## config.mk

```make
export PLATFORM = sky130hd
export DESIGN_NAME = instr_fetch_queue
export DESIGN_NICKNAME = d
export VERILOG_FILES = /design/src/rtl/instr_fetch_queue.sv
export SDC_FILE = /design/constraint.sdc
export NUM_CORES = 1
export LEC_CHECK = 0
export CORE_ASPECT_RATIO = 0.7
export CORE_MARGIN = 5
export CORE_UTILIZATION = 26
export CTS_CLUSTER_SIZE = 40
export DETAILED_ROUTE_END_ITERATION = 12
export MAX_ROUTING_LAYER = met4
export PLACE_DENSITY_LB_ADDON = 0.15
export SLEW_MARGIN = 20
export SYNTH_ARGS = -nofsm -noshare
export SYNTH_HDL_FRONTEND = slang
export SYNTH_SLANG_ARGS = --single-unit
```

## constraint.sdc

```tcl
create_clock -name clk -period 7.1 [get_ports clk]
set_input_delay 1.065 -clock clk [delete_from_list [all_inputs] [get_ports clk]]
set_output_delay 1.065 -clock clk [all_outputs]
set_load 0.02 [all_outputs]
```

## src/rtl/instr_fetch_queue.sv

```systemverilog
// Instruction prefetch unit: fetches sequential words from program memory into a
// small FIFO for the decoder, with branch redirect that flushes queued and in-flight fetches.
module instr_fetch_queue #(
  parameter int unsigned PC_W    = 4,
  parameter int unsigned INSTR_W = 8,
  parameter int unsigned DEPTH   = 4
) (
  input  logic               clk,
  input  logic               reset,
  output logic               mem_req,
  output logic [PC_W-1:0]    mem_addr,
  input  logic               mem_ack,
  input  logic [INSTR_W-1:0] mem_data,
  output logic               instr_valid,
  input  logic               instr_ready,
  output logic [INSTR_W-1:0] instruction,
  output logic [PC_W-1:0]    instr_pc,
  input  logic               branch_load,
  input  logic [PC_W-1:0]    branch_addr
);

  localparam int unsigned PTR_W = (DEPTH > 1) ? $clog2(DEPTH) : 1;
  localparam int unsigned CNT_W = PTR_W + 1;

  typedef enum logic [1:0] {
    S_IDLE    = 2'd0,
    S_WAIT    = 2'd1,
    S_DISCARD = 2'd2
  } state_t;

  state_t               state;
  logic [PC_W-1:0]      fetch_pc;
  logic [PC_W-1:0]      pc_mem   [DEPTH];
  logic [INSTR_W-1:0]   data_mem [DEPTH];
  logic [PTR_W-1:0]     rd_ptr;
  logic [PTR_W-1:0]     wr_ptr;
  logic [CNT_W-1:0]     count;

  logic                 push;
  logic                 pop;
  logic                 head_is_new;
  logic [CNT_W-1:0]     count_n;
  logic [PTR_W-1:0]     rd_ptr_n;
  logic [PTR_W-1:0]     wr_ptr_n;
  logic [PC_W-1:0]      head_pc_n;
  logic [INSTR_W-1:0]   head_data_n;

  // Queue bookkeeping and next head; a branch overrides any push or pop in the same edge.
  always_comb begin
    push        = 1'b0;
    pop         = 1'b0;
    head_is_new = 1'b0;
    count_n     = count;
    rd_ptr_n    = rd_ptr;
    wr_ptr_n    = wr_ptr;
    head_pc_n   = '0;
    head_data_n = '0;

    push = (state == S_WAIT) && mem_ack && !branch_load && (count < CNT_W'(DEPTH));
    pop  = instr_valid && instr_ready && !branch_load;

    if (branch_load) begin
      count_n  = '0;
      rd_ptr_n = '0;
      wr_ptr_n = '0;
    end else begin
      count_n  = count + CNT_W'(push) - CNT_W'(pop);
      rd_ptr_n = rd_ptr + PTR_W'(pop);
      wr_ptr_n = wr_ptr + PTR_W'(push);
    end

    // The entry being written becomes the head when nothing older survives this edge.
    head_is_new = push && ((count == '0) || (pop && (count == CNT_W'(1))));

    if (count_n != '0) begin
      if (head_is_new) begin
        head_pc_n   = fetch_pc;
        head_data_n = mem_data;
      end else begin
        head_pc_n   = pc_mem[rd_ptr_n];
        head_data_n = data_mem[rd_ptr_n];
      end
    end
  end

  // Fetch FSM, fetch PC, FIFO storage and registered decoder-side outputs.
  always_ff @(posedge clk or negedge reset) begin
    if (!reset) begin
      state       <= S_IDLE;
      fetch_pc    <= '0;
      rd_ptr      <= '0;
      wr_ptr      <= '0;
      count       <= '0;
      mem_req     <= 1'b0;
      mem_addr    <= '0;
      instr_valid <= 1'b0;
      instruction <= '0;
      instr_pc    <= '0;
      for (int i = 0; i < int'(DEPTH); i++) begin
        pc_mem[i]   <= '0;
        data_mem[i] <= '0;
      end
    end else begin
      count       <= count_n;
      rd_ptr      <= rd_ptr_n;
      wr_ptr      <= wr_ptr_n;
      instr_valid <= (count_n != '0);
      instr_pc    <= head_pc_n;
      instruction <= head_data_n;

      if (push) begin
        pc_mem[wr_ptr]   <= fetch_pc;
        data_mem[wr_ptr] <= mem_data;
      end

      if (branch_load) begin
        fetch_pc <= branch_addr;
      end else if (push) begin
        fetch_pc <= fetch_pc + PC_W'(1);
      end

      case (state)
        S_IDLE: begin
          if (!branch_load && (count < CNT_W'(DEPTH))) begin
            state    <= S_WAIT;
            mem_req  <= 1'b1;
            mem_addr <= fetch_pc;
          end
        end
        S_WAIT: begin
          // Request stays on the bus until acknowledged; a branch only marks it stale.
          if (mem_ack) begin
            state   <= S_IDLE;
            mem_req <= 1'b0;
          end else if (branch_load) begin
            state <= S_DISCARD;
          end
        end
        S_DISCARD: begin
          if (mem_ack) begin
            state   <= S_IDLE;
            mem_req <= 1'b0;
          end
        end
        default: begin
          state   <= S_IDLE;
          mem_req <= 1'b0;
        end
      endcase
    end
  end

endmodule

```

# Yosys cells after proc, flatten, opt, wreduce, memory -nomap -nowiden
# Index checks and enable logic that the tools add are counted.
word_totals:
  ff_bits: 79
  in_bits: 17
  output_inout_bits: 18
  elab_cells: 84
op_classes:
  addsub: 5
  order_cmp: 4
  n_eq_ne: 7
  muxes: 29
  bitwise: 2
  n_reduce_logical: 19
op_table:
  columns: ["op", "count"]
  rows:
  - ["8-bit 2-to-1 mux", 5]
  - ["32-bit bitwise mux", 1]
  - ["4-bit 2-to-1 mux", 7]
  - ["8-bit binary-select mux with 2-bit select", 1]
  - ["16-bit bitwise mux", 1]
  - ["8-bit demux with 2-bit select", 1]
  - ["2-bit 2-to-1 mux", 6]
  - ["1-bit logical AND", 9]
  - ["4-bit binary-select mux with 2-bit select", 1]
  - ["4-bit demux with 2-bit select", 1]
  - ["3-bit greater-or-equal comparator, second input constant", 2]
  - ["2-bit inverter with 3-bit output", 2]
  - ["2-bit case mux with 3 select lines", 1]
  - ["2-bit by 1-bit adder with 2-bit output", 2]
  - ["4-bit by 1-bit adder with 4-bit output, second input constant", 1]
  - ["2-bit != test, second input constant", 2]
  - ["2-bit AND reduction", 2]
  - ["3-bit by 1-bit adder with 3-bit output", 1]
  - ["3-bit by 1-bit == test with 1-bit output, second input constant", 1]
  - ["3-bit logical NOT", 1]
  - ["3-bit by 1-bit less-than comparator with 1-bit output, second input constant", 1]
  - ["3-bit less-than comparator, second input constant", 1]
  - ["3-bit 2-to-1 mux", 1]
  - ["3-bit != test, second input constant", 1]
  - ["other kinds (13)", 14]

# Longest topological paths before layout
depth:
  depth_word: 10
  depth_mapped: 15
  ltp_nobuf: 13

# Worst setup path after synthesis
# OpenSTA, ideal clock, no wires.
synth_path:
  kind: "input-to-reg"
  start: "input branch_load"
  end: "register instr_pc[2]"
  setup_ns: 0.095
  arrival_ns: 3.208
  required_time_ns: 7.005
  path_slack_ns: 3.796
  path_stages: 13
  path_buffers: 2
  cell_sequence: "and4bb_2 inv_2 buf_6 ha_1 inv_1 ha_1 inv_1 fa_1 xnor3_1 a31oi_1 buf_4 nand3_1 o31ai_1"
synth_via:
  elab_chain_len: 10
  word_cells_on_any_way: 19
  cone_classes: "add/sub (3); mux (7); bitwise (1); reduce/logical (8)"
synth_rtl:
  columns: ["item", "line", "rtl"]
  rows:
  - ["from (decl)", "18", "input logic branch_load,"]
  - ["branches (longest 9 deep; another with 3-bit by 1-bit adder with 3-bit output)", null, null]
  - ["4-bit 2-to-1 mux *", "75", "if (count_n != '0) begin"]
  - ["via head_pc_n[2]", "45", "logic [PC_W-1:0] head_pc_n;"]
  - ["to (signal assigned)", "108", "instr_pc <= head_pc_n;"]
  - ["to (decl)", "17", "output logic [PC_W-1:0] instr_pc,"]
# Mark *: on every way through the listed nets, which the timed path passes. The select of a mux whose other input is x is not followed.
# A chain may end at the register's enable or synchronous reset.

# Worst setup path in the final report
# Same ends and word-level chain as after synthesis.

==> tab_implementation.tex <==
\begin{tabular}{lr}
\hline
Metric & Value \\
\hline
\multicolumn{2}{l}{\textbf{Place}} \\
Cell total after placement & 495 \\
Hpwl dp & 5.27 mm \\
Worst slack after detailed placement & approximately 2200 ps \\
Routability congestion estimate from global placement & roughly 0.72 \\
Number of buffers added on ports & 34 \\
\multicolumn{2}{l}{\textbf{Layout}} \\
Area taken by flip-flops and latches & 0.00198 mm\^{}2 \\
Most common cell after layout, fill and taps aside & sky130\_fd\_sc\_hd\_\_dfrtp\_1 \\
Layout fillers & 1388 \\
Combined area of the multi-input logic cells & 0.00156 mm\^{}2 \\
Leading cell types in the layout, fill and taps excluded & sky130\_fd\_sc\_hd\_\_dfrtp\_1 (79), sky130\_fd\_sc\_hd\_\_mux2\_2 (51), sky130\_fd\_sc\_hd\_\_clkdlybuf4s50\_1 (33), sky130\_fd\_sc\_hd\_\_mux2i\_1 (23), sky130\_fd\_sc\_hd\_\_nor2\_1 (18) \\
Number of standard cells in the final layout excluding fillers & slightly above 500 \\
Share of layout cells above drive strength 1 & 24.6\% \\
Number of nets at the end of the flow & around 340 \\
Synth-to-Final Area Change & 23.5\% \\
Ant. Diodes & 0 \\
\multicolumn{2}{l}{\textbf{Timing}} \\
RSZ-0062 raised after global routing & false \\
Upper clock frequency limit & between 200 and 250 MHz \\
Part of the cycle the worst path needs & 64.2\% \\
Slew Limit Fails & 0 \\
Tightest Pin Transition & 898 ps \\
Final setup violating endpoints & 0 \\
Final clock skew & 6.69 ps \\
Slew Limit Headroom & between 30\% and 40\% \\
Total negative setup slack & 0 ps \\
Min setup slack post-route & 2540 ps \\
Min Tclk post-route & 4560 ps \\
Number of failing hold endpoints at the final stage & 0 \\
\multicolumn{2}{l}{\textbf{Setup path}} \\
Arrival time of data at the critical path endpoint & between 4000 and 5000 ps \\
Capturing element type of the critical path & flip-flop \\
Cell type of the slowest stage on the worst timing path & sky130\_fd\_sc\_hd\_\_clkdlybuf4s50\_1 \\
Critical path launch point & branch\_load \\
Buffer and inverter count on the worst path & 4 \\
Delay of the slowest cell on the worst path & 950 ps \\
Worst setup path class & input pin to flip-flop \\
Cell family with the largest share of critical-path delay & buffers and inverters \\
Startpoint class of the critical path & input pin \\
Launch instance of the worst register-to-register path & state[1] \\
Data required time of the worst path & 7330 ps \\
Critical path fanouts, max & 22 \\
Critical path, cell by cell & clkdlybuf4s50\_1 -> and4bb\_2 -> inv\_2 -> ha\_1 -> inv\_1 -> ha\_1 -> inv\_1 -> fa\_1 -> xnor3\_1 -> a31oi\_2 -> o31ai\_1 -> o31ai\_1 \\
\multicolumn{2}{l}{\textbf{Routing}} \\
Final routed wirelength across all metal layers & 8.54 mm \\
Post-DR wirelength/cell & 16.7 um \\
Count of nets left with antenna violations after detail routing & 0 \\
Iteration-0 DRC Markers & 105 \\
Routed vias & 2277 \\
First-pass iteration count of the detailed router & 4 \\
Vias per cell & between 4 and 5 \\
Post-detailed-route DRC marker count & 0 \\
\multicolumn{2}{l}{\textbf{Pwr}} \\
Power per cell area & 373 mW/mm\^{}2 \\
Maximum ir drop on the vdd rail & 0.141 mV \\
Leakage power total & 2.04 nW \\
\multicolumn{2}{l}{\textbf{Global route}} \\
Vias in the first global route & between 2000 and 2500 \\
Wire length of the first global-routing pass & 14.1 mm \\
GRT Residual Overflow & 0 \\
Largest net degree at the start of global routing & 80 \\
Total track usage & between 10\% and 20\% \\
Number of antenna violations at the first check in global routing & 0 \\
\multicolumn{2}{l}{\textbf{Floorplanning}} \\
Die extent in x & 152 um \\
Num ports & 35 \\
Total number of placement rows & 36 \\
Die outline area & 0.0165 mm\^{}2 \\
Core area & 0.0138 mm\^{}2 \\
Die Ht & 109 um \\
Initial core utilization & a little over a quarter \\
\multicolumn{2}{l}{\textbf{Synthesis}} \\
Distinct cells, synth & between 40 and 50 \\
Post-Syn Nets & 313 \\
Synthesized flop and latch total & 79 \\
Area of the mapped netlist & 0.00365 mm\^{}2 \\
Part of the Yosys area used for sequential elements & 54.2\% \\
Warnings, synthesis & 0 \\
Average cell area after synthesis & 12.7 um\^{}2 \\
Number of instances in the synthesized netlist & 287 \\
\multicolumn{2}{l}{\textbf{CTS}} \\
CTS Buf Count & 9 \\
Number of H-tree levels & 3 \\
Maximum number of buffers from clock root to sink & 2 \\
Clock tree from TritonCTS & done \\
Post-cts hold buffer count & 0 \\
CTS root buffer & sky130\_fd\_sc\_hd\_\_clkbuf\_16 \\
Number of gates given a new drive strength after cts & 0 \\
Post-CTS setup buffers & 0 \\
Clock latency of the later-clocked register in the worst-skew pair & 330 ps \\
Clock-pin slew on the worst setup and hold paths & 60 ps \\
Num Clock Sinks & 79 \\
\multicolumn{2}{l}{\textbf{Flow run}} \\
Maxcap violations & 0 \\
\multicolumn{2}{l}{\textbf{Hold path}} \\
Hold path startpoint & mem\_req \\
Classification of the worst-slack hold path & flip-flop to flip-flop \\
\multicolumn{2}{l}{\textbf{Outcome}} \\
Run status & finished clean \\
\hline
\end{tabular}
-- synth_stat cells, drive strengths merged --
cell,count,area [um^2]
a211o,1,8.76
a211oi,1,12.5
a21o,1,7.51
a21oi,2,10.0
a221oi,11,96.3
a31oi,1,6.26
and4bb,1,12.5
buf,12,86.3
clkbuf,6,23.8
dfrtp,79,1980
fa,1,20.0
ha,8,100
inv,9,33.8
mux2,54,616
mux2i,23,230
nand2,17,68.8
nand2b,2,12.5
nand3,4,20.0
nand3b,1,7.51
nor2,20,80.1
nor2b,2,12.5
nor3,3,15.0
nor3b,1,7.51
o211ai,2,15.0
o21ai,15,75.1
o22a,1,8.76
o22ai,1,6.26
o311ai,1,8.76
o31ai,2,15.0
or3,1,6.26
xnor2,2,17.5
xnor3,1,22.5
xor2,1,8.76
-- where the power goes --
part,internal (W),switching [W],leakage [nW],total [W]
Sequential,0.000575,0.0000750,1.05,0.000650
Clock,0.000354,0.000174,0.164,0.000527
Combinational,0.000254,0.000249,0.832,0.000503
-- final cells by class --
cell class	count	area share [%]
Clock buffer	13	5.55
Clock inverter	3	2.00
Inverter	9	0.750
Multi-Input combinational cell	181	34.6
Sequential cell	79	43.9
Tap cell	190	5.28
Timing Repair Buffer	36	7.91
-- sequential cells by signal, summed over array words and instances, names as in the netlist --
| name | flops |
|---|---|
| count | 3 |
| data_mem | 32 |
| fetch_pc | 4 |
| instr_pc | 4 |
| instr_valid | 1 |
| instruction | 8 |
| mem_addr | 4 |
| mem_req | 1 |
| pc_mem | 16 |
| rd_ptr | 2 |
| state | 2 |
| wr_ptr | 2 |
-- through the flow --
step	utilization [%]	hold slack (ps)	power (W)	cell area, um^2
3_3_place_gp	29.9	472	0.00116	4140
2_1_floorplan	-	459	0.000973	3650
4_1_cts	32.5	502	0.00171	4490
6_report	32.6	501	0.00168	4510
3_5_place_dp	30.0	477	0.00117	4150
5_1_grt	32.6	521	0.00179	4510
-- logic make-up (layout without fill, tap and decap cells) --
logic type / Yosys count / after routing / share of synthesized area (%)
AND/OR/NAND/NOR: 52 / 52 / 6.65
multiplexers: 77 / 77 / 23.2
adder cells (fa/ha/maj): 9 / 9 / 3.29
AO/OA/AOI/OAI: 39 / 39 / 7.41
XOR/XNOR: 4 / 4 / 1.34
flip-flops: 79 / 79 / 54.2
buffers and inverters: 27 / 61 / 3.94
-- path summary, 6_finish.rpt --
check	to	slack, ps	cells past startpoint
max	instr_pc[2]	2540	12
min	mem_req	500	1
max reg2reg	instr_pc[2]	3610	13
min reg2reg	mem_req	500	1
max in group asynchronous	data_mem[13]	5830	1
min in group asynchronous	mem_req	780	1
-- routing by layer --
metal | part of all wire [%] | wire, um | vias up | global-route usage (%)
met2 | 44 | 3800 | 32 | 17.1
met1 | 49 | 4200 | 1155 | 15.5
li1 | - | - | 1074 | -
met3 | 4.7 | 404 | 16 | 3.74
met5 | 0 | 0 | - | -
met4 | 1.7 | 142 | 0 | 3.72
-- worst register-to-register path: stages (launching register included) --
cell and delay [ps]:
sky130_fd_sc_hd__dfrtp_1 380, sky130_fd_sc_hd__inv_1 100, sky130_fd_sc_hd__ha_1 220, sky130_fd_sc_hd__and4bb_2 320, sky130_fd_sc_hd__inv_2 140, sky130_fd_sc_hd__ha_1 310, sky130_fd_sc_hd__inv_1 50, sky130_fd_sc_hd__ha_1 130
sky130_fd_sc_hd__inv_1 50, sky130_fd_sc_hd__fa_1 360, sky130_fd_sc_hd__xnor3_1 220, sky130_fd_sc_hd__a31oi_2 640, sky130_fd_sc_hd__o31ai_1 180, sky130_fd_sc_hd__o31ai_1 290
No activity file was read; power rests on OpenSTA's default activity.
